`src/rtl/step_profile_gen_pkg.sv`:
```
// Shared motion definitions: FSM states, default widths and direction encoding.
package step_profile_gen_pkg;

  localparam int COUNT_W_DEF  = 16;
  localparam int PERIOD_W_DEF = 24;

  localparam logic DIR_FWD = 1'b1;
  localparam logic DIR_REV = 1'b0;

  typedef enum logic [1:0] {
    ST_IDLE,
    ST_SETUP,
    ST_RUN,
    ST_HOLD
  } state_t;

endpackage

```
`src/rtl/step_period_timer.sv`:
```
// Times one step period: registered pulse for the first PULSE_W cycles, strobe on the last cycle.
module step_period_timer #(
  parameter int PERIOD_W = 24,
  parameter int PULSE_W  = 8
) (
  input  logic                clk,
  input  logic                rst_n,
  input  logic                load,
  input  logic                clear,
  input  logic [PERIOD_W-1:0] period,
  output logic                pulse,
  output logic                period_end
);

  logic [PERIOD_W-1:0] cnt_q, cnt_d;
  logic [PERIOD_W-1:0] per_q, per_d;
  logic                active_q, active_d;
  logic                pulse_q, pulse_d;

  assign period_end = active_q && (cnt_q == per_q - PERIOD_W'(1));
  assign pulse      = pulse_q;

  always_comb begin
    cnt_d    = cnt_q;
    per_d    = per_q;
    active_d = active_q;
    if (load) begin
      cnt_d    = '0;
      per_d    = period;
      active_d = 1'b1;
    end else if (clear) begin
      cnt_d    = '0;
      active_d = 1'b0;
    end else if (active_q && !period_end) begin
      cnt_d = cnt_q + PERIOD_W'(1);
    end
    // Clearing drops the pulse on the next edge, truncating one in progress.
    pulse_d = active_d && (cnt_d < PERIOD_W'(PULSE_W));
  end

  always_ff @(posedge clk or negedge rst_n) begin
    if (!rst_n) begin
      cnt_q    <= '0;
      per_q    <= '0;
      active_q <= 1'b0;
      pulse_q  <= 1'b0;
    end else begin
      cnt_q    <= cnt_d;
      per_q    <= per_d;
      active_q <= active_d;
      pulse_q  <= pulse_d;
    end
  end

endmodule

```
`src/rtl/step_profile_gen.sv`:
```
// Trapezoidal step-pulse generator with enable/direction sequencing for a stepper phase driver.
module step_profile_gen
  import step_profile_gen_pkg::*;
#(
  parameter int COUNT_W      = COUNT_W_DEF,
  parameter int PERIOD_W     = PERIOD_W_DEF,
  parameter int START_PERIOD = 50000,
  parameter int ACCEL_STEP   = 500,
  parameter int PULSE_W      = 8,
  parameter int SETUP_CYC    = 16,
  parameter int HOLD_CYC     = 1000
) (
  input  logic                clk,
  input  logic                rst_n,
  input  logic                cmd_valid,
  output logic                cmd_ready,
  input  logic [COUNT_W-1:0]  cmd_steps,
  input  logic                cmd_dir,
  input  logic [PERIOD_W-1:0] cmd_min_period,
  input  logic                abort,
  output logic                step,
  output logic                direction,
  output logic                enable,
  output logic                busy,
  output logic                done,
  output logic [COUNT_W-1:0]  steps_done
);

  localparam logic [PERIOD_W-1:0] START_P = PERIOD_W'(START_PERIOD);
  localparam logic [PERIOD_W-1:0] ACCEL_P = PERIOD_W'(ACCEL_STEP);
  localparam logic [PERIOD_W-1:0] FLOOR_P = PERIOD_W'(PULSE_W + 1);

  state_t              state_q, state_d;
  logic                dir_q, dir_d;
  logic [COUNT_W-1:0]  steps_q, steps_d;
  logic [COUNT_W-1:0]  ramp_cnt_q, ramp_cnt_d;
  logic [COUNT_W-1:0]  steps_done_q, steps_done_d;
  logic [PERIOD_W-1:0] eff_min_q, eff_min_d;
  logic [PERIOD_W-1:0] cur_period_q, cur_period_d;
  logic [PERIOD_W-1:0] phase_q, phase_d;
  logic                enable_q, enable_d;
  logic                done_q, done_d;
  logic                cmd_ready_q, cmd_ready_d;
  logic                busy_q, busy_d;

  logic                tmr_load, tmr_clear, tmr_pulse, tmr_end;
  logic [COUNT_W-1:0]  rem;
  logic [PERIOD_W:0]   slow_sum;
  logic [PERIOD_W-1:0] slow_per, fast_diff, fast_per;

  step_period_timer #(
    .PERIOD_W (PERIOD_W),
    .PULSE_W  (PULSE_W)
  ) u_timer (
    .clk        (clk),
    .rst_n      (rst_n),
    .load       (tmr_load),
    .clear      (tmr_clear),
    .period     (cur_period_d),
    .pulse      (tmr_pulse),
    .period_end (tmr_end)
  );

  // Saturating ramp candidates: one step slower (capped at START) and one step faster (floored at eff_min).
  always_comb begin
    rem       = steps_q - steps_done_q;
    slow_sum  = {1'b0, cur_period_q} + {1'b0, ACCEL_P};
    slow_per  = (slow_sum > {1'b0, START_P}) ? START_P : slow_sum[PERIOD_W-1:0];
    fast_diff = (cur_period_q > ACCEL_P) ? (cur_period_q - ACCEL_P) : '0;
    fast_per  = (fast_diff < eff_min_q) ? eff_min_q : fast_diff;
  end

  always_comb begin
    state_d      = state_q;
    dir_d        = dir_q;
    steps_d      = steps_q;
    ramp_cnt_d   = ramp_cnt_q;
    steps_done_d = steps_done_q;
    eff_min_d    = eff_min_q;
    cur_period_d = cur_period_q;
    phase_d      = phase_q;
    enable_d     = enable_q;
    done_d       = 1'b0;
    tmr_load     = 1'b0;
    tmr_clear    = 1'b0;
    case (state_q)
      ST_IDLE: begin
        if (cmd_valid && cmd_ready_q) begin
          dir_d        = cmd_dir ? DIR_FWD : DIR_REV;
          steps_d      = cmd_steps;
          eff_min_d    = (cmd_min_period < FLOOR_P) ? FLOOR_P :
                         (cmd_min_period > START_P) ? START_P : cmd_min_period;
          cur_period_d = START_P;
          ramp_cnt_d   = '0;
          steps_done_d = '0;
          phase_d      = '0;
          if (cmd_steps == '0) begin
            done_d = 1'b1;
          end else begin
            state_d  = ST_SETUP;
            enable_d = 1'b1;
          end
        end
      end
      ST_SETUP: begin
        if (abort) begin
          state_d = ST_HOLD;
          phase_d = '0;
        end else if (phase_q == PERIOD_W'(SETUP_CYC - 1)) begin
          state_d      = ST_RUN;
          tmr_load     = 1'b1;
          steps_done_d = steps_done_q + COUNT_W'(1);
        end else begin
          phase_d = phase_q + PERIOD_W'(1);
        end
      end
      ST_RUN: begin
        if (abort || (tmr_end && rem == '0)) begin
          state_d   = ST_HOLD;
          tmr_clear = 1'b1;
          phase_d   = '0;
        end else if (tmr_end) begin
          if (rem <= ramp_cnt_q) begin
            cur_period_d = slow_per;
            ramp_cnt_d   = ramp_cnt_q - COUNT_W'(1);
          end else if (cur_period_q > eff_min_q) begin
            cur_period_d = fast_per;
            ramp_cnt_d   = ramp_cnt_q + COUNT_W'(1);
          end
          tmr_load     = 1'b1;
          steps_done_d = steps_done_q + COUNT_W'(1);
        end
      end
      ST_HOLD: begin
        if (phase_q == PERIOD_W'(HOLD_CYC - 1)) begin
          state_d  = ST_IDLE;
          enable_d = 1'b0;
          done_d   = 1'b1;
        end else begin
          phase_d = phase_q + PERIOD_W'(1);
        end
      end
      default: state_d = ST_IDLE;
    endcase
    cmd_ready_d = (state_d == ST_IDLE);
    busy_d      = (state_d != ST_IDLE);
  end

  always_ff @(posedge clk or negedge rst_n) begin
    if (!rst_n) begin
      state_q      <= ST_IDLE;
      dir_q        <= DIR_REV;
      steps_q      <= '0;
      ramp_cnt_q   <= '0;
      steps_done_q <= '0;
      eff_min_q    <= '0;
      cur_period_q <= '0;
      phase_q      <= '0;
      enable_q     <= 1'b0;
      done_q       <= 1'b0;
      cmd_ready_q  <= 1'b0;
      busy_q       <= 1'b0;
    end else begin
      state_q      <= state_d;
      dir_q        <= dir_d;
      steps_q      <= steps_d;
      ramp_cnt_q   <= ramp_cnt_d;
      steps_done_q <= steps_done_d;
      eff_min_q    <= eff_min_d;
      cur_period_q <= cur_period_d;
      phase_q      <= phase_d;
      enable_q     <= enable_d;
      done_q       <= done_d;
      cmd_ready_q  <= cmd_ready_d;
      busy_q       <= busy_d;
    end
  end

  assign step       = tmr_pulse;
  assign direction  = dir_q;
  assign enable     = enable_q;
  assign busy       = busy_q;
  assign done       = done_q;
  assign cmd_ready  = cmd_ready_q;
  assign steps_done = steps_done_q;

endmodule

```
`config.mk`:
```
export PLATFORM = sky130hd
export DESIGN_NAME = step_profile_gen
export DESIGN_NICKNAME = d
export VERILOG_FILES = /design/src/rtl/step_profile_gen_pkg.sv /design/src/rtl/step_period_timer.sv /design/src/rtl/step_profile_gen.sv
export SDC_FILE = /design/constraint.sdc
export NUM_CORES = 1
export LEC_CHECK = 0
export ABC_AREA = 1
export BUFFER_PORTS_ARGS = -buffer_cell sky130_fd_sc_hd__buf_4
export CAP_MARGIN = 5
export CORE_MARGIN = 1.5
export CORE_UTILIZATION = 55
export DETAILED_ROUTE_END_ITERATION = 6
export PLACE_DENSITY = 0.78
export SLEW_MARGIN = 20
export SYNTH_ARGS = -nofsm -noshare
export SYNTH_HDL_FRONTEND = slang
export SYNTH_HIERARCHICAL = 1
export SYNTH_SLANG_ARGS = --single-unit
```
`constraint.sdc`:
```
create_clock -name clk -period 5.8 [get_ports clk]
set_clock_uncertainty 0.05 [all_clocks]
set_input_delay 0.29 -clock clk [delete_from_list [all_inputs] [get_ports clk]]
set_output_delay 0.29 -clock clk [all_outputs]
set_load 0.1 [all_outputs]
```
==> flow_summary.toml <==
[clock_network]
clockBufferDepth = 2
numCtsBuffers = 17
clock-sinks = 177
clk_pin_slew_ps = 80
clock_latency_ps = 460
clock-root-buffer = "clkbuf_16"
cts_resized = 0
cts_tree = "yes"
cts-htree-levels = 4

[die]
core_um2 = 27710
fp.dieW_um = 170.4
die_h_um = 170.4
start_util = 0.5565
die_area_um2 = 29040
core.rowCount = 61
boundaryPins = 67

[synthesis]
yosysSeqAreaShare = 0.2873
synth-edff-count = 0
syn_avg_cell_area_um2 = 6.561
async_flop_share = 1.000
synthFlopType = "dfrtp_1"
ys_seq_elements = 177
ys_types = 56
netlist_instances = 2350
synth_fp_nets = 2503
syn-cell-area_um2 = 15420
ys_warn_count = 6

[critical_path]
cp.arrival_ps = 5460
rr_worst_depth = 34
cp_max_fo = 12
crit_type = "flop to flop"
crit_top_cell = "nand2_1"
startpoint_type = "flop"
crit_slowest_cell = "dfrtp_1"
crit_required_ps = 6090
max_stage_delay_ps = 420
cp-end-kind = "flop"

[global_routing]
gr-total-overflow = 0
grt_pass1_vias = 15220
track_usage = 0.3252
grt_pass1_wl_um = 75620
antenna_found_initial = 0
grt_max_degree = 73

[hold_path]
hold_class = "input port to flop"
hold_path_depth = 3

[route]
postRouteAntennaNets = 0
vias = 15830
top_layer_used = "met4"
drt_iter0_markers = 1589
drc = 0
route.met3.wl_um = 3715
wire_per_inst_um = 16.28
routed_wl_um = 45270
first_pass_iters = 6
viasPerCell = 5.695
met1_length_um = 20080
wl_met2_um = 20370

[timing]
max_slew.worst_pin.slew_ps = 930.4
fin_crit_ps = 5171
max_freq_mhz = 193.4
maxSlewHeadroom = 0.3774
totalNegativeSetupSlack_ps = 0
rsz0062_at_grt = "no"
drv_slew = 0
final-hold-violation-count = 0
fin_crit_sh = 0.8916
finalSetupViolCount = 0

[cells_and_area]
drive_gt1_frac = 0.07494
stdcell_count = 2780
diodes = 0
fillers = 2571
nNetsFinal = 2542
final_cell_mix = "nand2_1 (641), inv_1 (313), nand3_1 (234), nor2_1 (226), dfrtp_1 (177)"
area_growth_syn_to_layout_pct = 8.537
layout_commonest_cell = "nand2_1"

[place]
dp_cells = 2745
gp_congestion = 1.038
port_buffers = 66
dpl.hpwl_um = 34870

[pwr]
p_leak_uw = 0.008395
powerDensity_nw_per_um2 = 584.0
ir_drop_v = 0.0004150

[run]
maxCapViolCount = 0

[status]
status = "complete, no violations"
==> synth_stat cells, types with 2 or more instances <==
master / count / area [um2]
nand2_1: 641 / 2406
o211ai_1: 4 / 30.03
nor2_1: 227 / 852.1
xnor2_1: 18 / 157.7
inv_4: 2 / 12.51
dfrtp_1: 177 / 4429
a211oi_1: 4 / 30.03
nor2_2: 15 / 93.84
o21ai_0: 128 / 640.6
fa_1: 2 / 40.04
ha_1: 106 / 1326
and2_1: 2 / 12.51
buf_1: 2 / 7.510
nand3_1: 234 / 1171
nor3_1: 57 / 285.3
a21o_1: 2 / 15.01
nand2_4: 7 / 78.83
inv_2: 7 / 26.28
nand4_1: 54 / 337.8
o31ai_1: 8 / 60.06
buf_2: 14 / 70.07
buf_4: 7 / 52.55
o21ai_1: 22 / 110.1
inv_1: 313 / 1175
o21a_1: 4 / 30.03
nand3_2: 4 / 40.04
clkinv_1: 2 / 7.510
or2_1: 2 / 12.51
a21oi_1: 105 / 525.5
nand3b_1: 8 / 60.06
nor4_2: 2 / 25.02
nor4_1: 24 / 150.1
xor2_2: 2 / 32.53
or2_2: 2 / 12.51
nor2_4: 5 / 56.30
clkbuf_1: 30 / 112.6
nand2_2: 14 / 87.58
buf_6: 12 / 135.1
xor2_1: 58 / 508.0
o2111ai_1: 2 / 17.52
a31oi_1: 6 / 37.54
==> routing by layer <==
layer	vias to the layer above	GRT usage
met4	0	0.1023
met5	-	0
li1	7730	-
met1	7298	0.4379
met3	105	0.06721
met2	699	0.5228
==> state kept, by name, indices dropped and copies added, names as in the netlist, 2 cells and up <==
name / flops
steps_q: 16
ramp_cnt_q: 16
u_timer/cnt_q: 24
steps_done: 16
state_q: 2
phase_q: 24
eff_min_q: 24
cur_period_q: 24
u_timer/per_q: 24
==> what timing repair did <==
item	in CTS	in global routing
endpoints found under the hold margin	42	0
buffers inserted	0	0
hold buffers	3	0
==> final timing paths <==
kind | start | endpoint | slack (ps)
max reg2reg | steps_done[0] | ramp_cnt_q[12] | 630
min | cmd_steps[3] | steps_q[3] | 4
max in group asynchronous | rst_n | state_q[1] | 4180
max | steps_done[0] | ramp_cnt_q[12] | 630
min reg2reg | direction | direction | 440
min in group asynchronous | rst_n | eff_min_q[7] | 280
==> worst max-delay path: cells and delay by family (launching register included) <==
kind | cells | cell delay (ps)
flops | 1 | 420
xor+xnor | 1 | 150
fa+ha+maj | 4 | 1340
simple gates | 21 | 2200
compound gates | 5 | 670
buf+inv | 3 | 250
==> report_power, final <==
part           switching [uW]  leakage, uW  total, uW  internal, uW
Clock                     567     0.000267       1140           575
Combinational            4510      0.00586       6690          2180
Sequential                402      0.00227       1940          1540
Total                    5480      0.00840       9770          4290
==> through the flow <==
stage / power (uW) / util / setup slack [ps] / area [um2] / hold WS [ps]
2_1_floorplan: 6888 / - / 364.1 / 15420 / -55.59
3_3_place_gp: 8309 / 0.5825 / 778.0 / 16140 / 192.2
3_5_place_dp: 8483 / 0.5825 / 668.4 / 16140 / 198.6
4_1_cts: 9662 / 0.6040 / 653.5 / 16730 / 0.0004441
5_1_grt: 10710 / 0.6040 / 136.7 / 16730 / 3.961
6_report: 9772 / 0.6040 / 628.6 / 16730 / 3.825
==> cells by family after synthesis <==
group           synth area share
compound gates            0.1023
xor+xnor                 0.04528
fa+ha+maj                0.08862
buf+inv                   0.1047
flops                     0.2873
simple gates              0.3718
==> final cells by class <==
class | count | area, um2 | share of cell area
Multi-Input combinational cell | 1783 | 9385 | 0.5609
Sequential cell | 177 | 4429 | 0.2647
Inverter | 324 | 1221 | 0.07298
Timing Repair Buffer | 86 | 659.4 | 0.03940
Tap cell | 378 | 473.0 | 0.02826
Clock buffer | 19 | 442.9 | 0.02647
Clock inverter | 13 | 122.6 | 0.007328
Power figures use the tool's default switching activity.
